===== src/rtl/ob_pkg.sv =====
// ob_pkg: shared types and constants for the order book block.
// The definitions below serve the response serialiser (ob_rsp_ser):
//   rsp_t               - response word produced by ob
//   rsp_ser_state_t     - frame FSM state encoding
//   RSP_SER_SYNC_BYTE   - first byte of every egress frame
//   rsp_ser_len()       - payload byte count for a word of a given width
//   rsp_ser_frame_cnt_t - completed-frame counter type
package ob_pkg;

    typedef struct packed {
        logic [3:0]  kind;
        logic [15:0] order_id;
        logic [15:0] qty;
    } rsp_t;

    typedef enum logic [2:0] {
        RSP_SER_IDLE = 3'd0,
        RSP_SER_SYNC = 3'd1,
        RSP_SER_LEN  = 3'd2,
        RSP_SER_BODY = 3'd3,
        RSP_SER_CSUM = 3'd4
    } rsp_ser_state_t;

    localparam logic [7:0] RSP_SER_SYNC_BYTE = 8'hA5;

    typedef logic [31:0] rsp_ser_frame_cnt_t;

    // Number of whole bytes needed to carry a word of the given width.
    function automatic int rsp_ser_len(input int width);
        return (width + 7) / 8;
    endfunction

endpackage


===== src/rtl/ob_rsp_ser.sv =====
// ob_rsp_ser: egress transmitter for ob responses.
// Takes one response word per rsp_vld/rsp_accept handshake and emits it on a
// byte-wide link as a frame: SYNC_BYTE, LEN, payload (MSB first), CSUM,
// where CSUM is the XOR of LEN and all payload bytes.
// Ports:
//   clk, rst        - clock, synchronous active-high reset
//   rsp_vld, rsp    - response word from ob (held until accepted)
//   rsp_accept      - response consumed this cycle (combinational)
//   tx_vld/tx_data  - byte stream, transferred when tx_vld & tx_accept
//   tx_sop, tx_eop  - marks the sync byte / the checksum byte
//   tx_accept       - downstream ready
//   tx_busy_r       - a frame is in progress
//   tx_frame_cnt_r  - completed frames (wraps)
module ob_rsp_ser
    import ob_pkg::*;
#(
    parameter int         RSP_W     = $bits(rsp_t),
    parameter logic [7:0] SYNC_BYTE = RSP_SER_SYNC_BYTE
) (
    input  logic                     clk,
    input  logic                     rst,
    input  logic                     rsp_vld,
    input  logic [RSP_W-1:0]         rsp,
    output logic                     rsp_accept,
    output logic                     tx_vld,
    output logic [7:0]               tx_data,
    output logic                     tx_sop,
    output logic                     tx_eop,
    input  logic                     tx_accept,
    output logic                     tx_busy_r,
    output rsp_ser_frame_cnt_t       tx_frame_cnt_r
);

    localparam int         N        = rsp_ser_len(RSP_W);
    localparam int         PW       = 8 * N;
    localparam int         CW       = $clog2(N + 1);
    localparam logic [7:0] LEN_BYTE = 8'(N);

    localparam logic [2:0] ST_IDLE = RSP_SER_IDLE;
    localparam logic [2:0] ST_SYNC = RSP_SER_SYNC;
    localparam logic [2:0] ST_LEN  = RSP_SER_LEN;
    localparam logic [2:0] ST_BODY = RSP_SER_BODY;
    localparam logic [2:0] ST_CSUM = RSP_SER_CSUM;

    // The LEN byte is only 8 bits wide, so longer payloads cannot be framed.
    if (N > 255) begin : g_len_check
        $error("ob_rsp_ser: RSP_W gives more than 255 payload bytes");
    end

    logic [2:0]    state, state_n;
    logic [PW-1:0] payload, payload_n;
    logic [7:0]    csum, csum_n;
    logic [CW-1:0] cnt, cnt_n;
    logic [7:0]    data_n;
    logic          capture;
    logic          frame_done;

    // A new word can enter when idle, or on the very cycle the checksum
    // byte leaves, which lets frames run back to back without a bubble.
    assign rsp_accept = (state == ST_IDLE) | ((state == ST_CSUM) & tx_accept);
    assign capture    = rsp_vld & rsp_accept;

    // Next-state logic. The payload register always holds the next body byte
    // in its top 8 bits, so the body is sent by shifting left once per byte.
    always_comb begin
        state_n    = state;
        payload_n  = payload;
        csum_n     = csum;
        cnt_n      = cnt;
        frame_done = 1'b0;
        case (state)
            ST_SYNC: begin
                if (tx_accept) begin
                    state_n = ST_LEN;
                    csum_n  = LEN_BYTE;
                end
            end
            ST_LEN: begin
                if (tx_accept) begin
                    state_n = ST_BODY;
                    cnt_n   = '0;
                end
            end
            ST_BODY: begin
                if (tx_accept) begin
                    csum_n    = csum ^ payload[PW-1 -: 8];
                    payload_n = payload << 8;
                    cnt_n     = cnt + CW'(1);
                    if (cnt == CW'(N - 1)) begin
                        state_n = ST_CSUM;
                    end
                end
            end
            ST_CSUM: begin
                if (tx_accept) begin
                    frame_done = 1'b1;
                    state_n    = ST_IDLE;
                end
            end
            default: state_n = ST_IDLE;
        endcase

        // Capture overrides the above; it can only happen from IDLE or at
        // the CSUM hand-off, where the old frame is already finished.
        if (capture) begin
            state_n   = ST_SYNC;
            payload_n = PW'(rsp);
            csum_n    = '0;
        end
    end

    // Output byte for the state being entered. Computing it from the next
    // state lets the link outputs be plain registers, and they stay stable
    // while the downstream stalls because nothing advances without tx_accept.
    always_comb begin
        data_n = 8'h00;
        case (state_n)
            ST_SYNC: data_n = SYNC_BYTE;
            ST_LEN:  data_n = LEN_BYTE;
            ST_BODY: data_n = payload_n[PW-1 -: 8];
            ST_CSUM: data_n = csum_n;
            default: data_n = 8'h00;
        endcase
    end

    always_ff @(posedge clk) begin
        if (rst) begin
            state          <= ST_IDLE;
            payload        <= '0;
            csum           <= '0;
            cnt            <= '0;
            tx_vld         <= 1'b0;
            tx_data        <= 8'h00;
            tx_sop         <= 1'b0;
            tx_eop         <= 1'b0;
            tx_busy_r      <= 1'b0;
            tx_frame_cnt_r <= '0;
        end else begin
            state     <= state_n;
            payload   <= payload_n;
            csum      <= csum_n;
            cnt       <= cnt_n;
            tx_vld    <= (state_n != ST_IDLE);
            tx_data   <= data_n;
            tx_sop    <= (state_n == ST_SYNC);
            tx_eop    <= (state_n == ST_CSUM);
            tx_busy_r <= (state_n != ST_IDLE);
            if (frame_done) begin
                tx_frame_cnt_r <= tx_frame_cnt_r + 32'd1;
            end
        end
    end

endmodule


===== config.mk =====
export PLATFORM = sky130hd
export DESIGN_NAME = ob_rsp_ser
export DESIGN_NICKNAME = d
export VERILOG_FILES = /design/src/rtl/ob_pkg.sv /design/src/rtl/ob_rsp_ser.sv
export SDC_FILE = /design/constraint.sdc
export NUM_CORES = 1
export LEC_CHECK = 0
export BUFFER_PORTS_ARGS = -buffer_cell sky130_fd_sc_hd__buf_4
export CAP_MARGIN = 20
export CELL_PAD_IN_SITES_DETAIL_PLACEMENT = 1
export CELL_PAD_IN_SITES_GLOBAL_PLACEMENT = 1
export CORE_UTILIZATION = 40
export CTS_CLUSTER_DIAMETER = 200
export DETAILED_ROUTE_END_ITERATION = 12
export PLACE_DENSITY = 0.77
export SYNTH_ARGS = -nofsm -noshare
export SYNTH_HDL_FRONTEND = slang
export SYNTH_SLANG_ARGS = --single-unit
export TNS_END_PERCENT = 20

===== constraint.sdc =====
create_clock -name clk -period 4.64 [get_ports clk]
set_clock_uncertainty 0.05 [all_clocks]
set_input_delay 0.928 -clock clk [delete_from_list [all_inputs] [get_ports clk]]
set_output_delay 0.928 -clock clk [all_outputs]
set_load 0.05 [all_outputs]

# Word-level counts from Yosys, hierarchy flattened
# Cells that the tools add are included.
[word_totals]
reg_bits = 97
latch_bits = 0
ram_bits = 0
mem_bits_ro = 0
output_inout_bits = 45
memories = 0
[classes]
add_sub_neg = 2
mul = 0
n_div = 0
magnitude_cmp = 0
n_eq_ne = 11
n_shift = 0
n_mux = 20
n_bitwise = 4
n_reduce_logical = 7
[op_table]
columns = ["operator", "n"]
rows = [
  ["40-bit two-way mux", 3],
  ["32-bit by 1-bit adder with 32-bit output (second input constant)", 1],
  ["8-bit case mux with 4 select lines", 1],
  ["3-bit two-way mux", 8],
  ["8-bit two-way mux", 3],
  ["8-bit case mux with 2 select lines", 1],
  ["3-bit by 2-bit == test with 1-bit output (second input constant)", 4],
  ["3-bit case mux with 4 select lines", 1],
  ["3-bit == test (second input constant)", 3],
  ["8-bit XOR", 1],
  ["3-bit by 1-bit == test with 1-bit output (second input constant)", 2],
  ["3-bit case mux with 2 select lines", 1],
  ["2-bit nonzero test", 3],
  ["2-bit inequality test (second input constant)", 2],
  ["3-bit by 1-bit adder with 3-bit output (second input constant)", 1],
  ["3-bit zero test", 1],
  ["3-bit AND reduction", 1],
  ["3-bit nonzero test", 1],
  ["1-bit bitwise AND", 2],
  ["1-bit two-way mux", 2],
  ["2-bit AND reduction", 1],
  ["1-bit OR", 1],
]

# Logic depth before layout (Yosys ltp)
[logic_depth]
word_depth = 7
mapped_depth = 8
mapped_depth_nobuf = 7

# Worst setup path before layout
# No wires, ideal clock.
[synth_timing]
path_kind = "input -> output"
startpoint = "in tx_accept"
endpoint = "out rsp_accept"
arrival_time_ps = 1655
required_ps = 3662
setup_slack_ps = 2007
stages = 2
cell_sequence = "nor2b_1 nor2_1"
[synth_between]
elab_chain_cells = 2
[synth_rtl]
columns = ["element", "line_no", "source"]
rows = [
  ["start: declaration", "ob_rsp_ser.sv:29", "input logic tx_accept,"],
  ["1-bit bitwise AND", "ob_rsp_ser.sv:60", "assign rsp_accept = (state == ST_IDLE) | ((state == ST_CSUM) & tx_accept);"],
  ["1-bit OR", "ob_rsp_ser.sv:60", ""],
  ["end: declaration", "ob_rsp_ser.sv:24", "output logic rsp_accept,"],
]
# Every way passes these cells.

# Worst setup path in the final report
[layout_timing]
startpoint = "reg state[1]"
endpoint = "out rsp_accept"
[layout_between]
elab_chain_cells = 3
elab_cells_between_ends = 4
cone_classes = "1 x eq/ne; 2 x bitwise; 1 x reduce/logical"
[layout_rtl]
columns = ["element", "line_no", "source"]
rows = [
  ["start: declaration", "ob_rsp_ser.sv:50", "logic [2:0] state, state_n;"],
  ["start signal: assignment", "ob_rsp_ser.sv:139", "state <= state_n;"],
  ["3-bit == test", "ob_rsp_ser.sv:60", ""],
  ["1-bit bitwise AND", "ob_rsp_ser.sv:60", ""],
  ["1-bit OR *", "ob_rsp_ser.sv:60", ""],
]
# Every way passes the cells marked *; elsewhere a longest branch is shown, timed or not.

==> results.py <==
metrics = {
    "outcome": {
        "status": "completed",
    },
    "sta": {
        "slew_headroom": 0.362,
        "setup_violations": 0,
        "final_hold_viol_count": 0,
        "fmax_mhz": 337,
        "fin_tns_setup_ns": 0,
        "slew_violations": 0,
        "rsz0062_at_grt": "false",
        "min_period_over_period": 0.639,
        "period_needed_ns": 2.97,
        "worst_pin_slew_ns": 0.957,
    },
    "pwr": {
        "leakagePower_nw": 1.94,
        "irDropWorstVdd_v": 0.000176,
        "pwr_density_cell_mw_per_mm2": 322,
    },
    "yosys": {
        "ys.flop_type": "dfxtp_1",
        "synth_cell_types": 63,
        "synth-edff-count": 0,
        "seq_area_frac_synth": 0.450,
        "async_flop_share": 0,
        "yosysTopAreaCellShare": 0.450,
        "ys_ff_latch": 97,
        "synthCells": 503,
        "syn_avg_cell_area_sq_um": 8.59,
        "synth_area_leaders": "dfxtp_1 (45%), nand2_1 (5.5%), nor2_1 (5.0%)",
        "yosysTopAreaCell": "dfxtp_1",
        "syn_area_sq_mm": 0.00432,
        "syn_nets": 546,
        "synth_warnings": 0,
    },
    "clocking": {
        "holdBufCountCts": 0,
        "insertion_delay_ns": 0.36,
        "cts_buffer_depth": 2,
        "htreeDepth": 3,
        "clk_pin_slew_ns": 0.09,
        "root_buffer": "clkbuf_8",
        "postCtsSetupBuffers": 0,
        "cts_tree": "yes",
        "cts_buffers": 9,
        "cts_resized": 0,
        "cts_sinks": 97,
    },
    "global_route": {
        "grt_max_degree": 95,
        "grt_pass1_vias": 3971,
        "grt_pass1_wl_microns": 19700,
        "overflow": 0,
        "grt_usage": 0.218,
        "antenna_found_initial": 0,
    },
    "place": {
        "place_congestion": 0.744,
        "portBuffers": 84,
        "dp.cells": 693,
        "hpwlAfterDp_microns": 8040,
        "placed_area_sq_mm": 0.00499,
    },
    "run": {
        "max_cap_viol_count": 0,
    },
    "cells_and_area": {
        "fin_nets": 611,
        "final_cell_area_sq_mm": 0.00521,
        "fillers": 1287,
        "fin_cells": 709,
        "layout_common_cells": "dfxtp_1 (97), buf_4 (87), nand2_1 (63), nor2_1 (58), a21oi_1 (43)",
        "area_growth_pct": 20.6,
        "diodes": 0,
        "drive_gt1_frac": 0.209,
        "layout_commonest_cell": "dfxtp_1",
    },
    "setup_path": {
        "crit_path_top_delay_cell": "dfxtp_1",
        "crit_family": "flip-flops",
        "crit_buf_inv": 1,
        "cp-endpoint": "rsp_accept",
        "worst-endpoint-arrival_ns": 1.99,
        "rr_startpoint": "state[1]",
        "r2r_end": "tx_data[4]",
        "reg2reg_setup_slack_ns": 1.69,
        "cp_slowest_stage_delay_ns": 0.80,
        "start_kind": "flop",
        "cp.required_ns": 3.66,
        "setup.worst_path.class": "reg -> out",
        "crit_path_start": "state[1]",
        "crit_chain": "or2_0 -> nor2_1 -> buf_4",
        "crit_path_end_kind": "primary output",
        "path_depth": 3,
        "rr_worst_depth": 6,
        "critPathMaxFanout": 22,
    },
    "worst_hold_path": {
        "hp-class": "reg -> reg",
    },
    "drt": {
        "vias_per_cell": 5.45,
        "num_vias": 3864,
        "remaining_drc_errors": 0,
        "final_antenna_net_count": 0,
        "drt_iter0_drc": 242,
        "routedWlPerCell_microns": 16.4,
        "first_pass_iters": 4,
        "wirelength_microns": 11600,
    },
    "floorplan": {
        "row_count": 37,
        "die_y_microns": 106,
        "dieArea_sq_mm": 0.0112,
        "core_sq_mm": 0.0104,
        "start_util": 0.415,
        "die_w_microns": 106,
        "ios": 85,
    },
}
metrics by stage:
stage | hold WS [ns] | setup slack [ns] | utilization | power, W
6_report | 0.405 | 1.67 | 0.500 | 0.00167
5_1_grt | 0.429 | 1.43 | 0.500 | 0.00175
4_1_cts | 0.408 | 1.66 | 0.500 | 0.00169
3_5_place_dp | 0.395 | 1.57 | 0.479 | 0.00111
3_3_place_gp | 0.388 | 1.67 | 0.479 | 0.00110
2_1_floorplan | 0.381 | 2.01 | - | 0.00104
logic make-up after synthesis:
| group | after synthesis | share of synthesized area |
|---|---|---|
| flip-flops | 97 | 0.450 |
| XOR/XNOR | 24 | 0.0487 |
| AND/OR/NAND/NOR | 222 | 0.271 |
| adder cells (fa/ha/maj) | 3 | 0.00869 |
| multiplexers | 6 | 0.0148 |
| AO/OA/AOI/OAI | 108 | 0.164 |
| buffers and inverters | 43 | 0.0435 |
sequential cells by signal, indices dropped and copies added (netlist names):
name and count:
cnt 3, csum 8, payload 40, state 3, tx_busy_r 1, tx_data 8, tx_eop 1, tx_frame_cnt_r 32
tx_sop 1
area by class of cell:
cell class	count	area (sq um)	area share
multi-input combinational	363	2190	0.420
clock buffer	12	165	0.0317
timing repair buffer	87	653	0.125
sequential	97	1940	0.373
inverter	10	37.5	0.00721
clock inverter	4	50.0	0.00961
tap	136	170	0.0327
worst register-to-register path, delay by kind of cell (launching register included):
family,cells,cell delay [ns]
DFF,1,0.55
AOI/OAI and AO/OA,2,0.45
and+or+nand+nor,3,1.40
buffers and inverters,1,0.39
how the worst min path moves through the flow:
stage | from | endpoint | depth (start not counted) | slack, ns
6_report | payload[25] | payload[25] | 2 | 0.41
5_1_grt | payload[27] | payload[27] | 2 | 0.43
4_1_cts | payload[25] | payload[25] | 2 | 0.41
3_5_place_dp | payload[25] | payload[25] | 2 | 0.40
3_3_place_gp | payload[27] | payload[27] | 2 | 0.39
2_1_floorplan | payload[24] | payload[24] | 2 | 0.38
report_power, final:
part           switching, W  leakage [nW]  internal [W]
clock network      0.000294         0.105      0.000293
registers         0.0000219         0.789      0.000864
logic              0.000123          1.04     0.0000780
layer usage:
metal / vias up / share of wire / track usage
met5: - / 0 / 0
met4: 0 / 0.011 / 0.0575
met3: 11 / 0.024 / 0.0313
met2: 56 / 0.48 / 0.365
met1: 1885 / 0.48 / 0.294
li1: 1912 / - / -
cell usage after synthesis, drive strengths merged, types with 6 or more instances:
master and count:
xor2 9, nor4 9, buf 18, and4 6, nand3 15, xnor2 15, a22oi 23, nor2 58
nand4 12, nand2 63, inv 10, a21oi 43, o21ai 12, dfxtp 97, nor2b 13, nor3 12
nand2b 13, clkbuf 15
(Power assumes the default switching activity.)
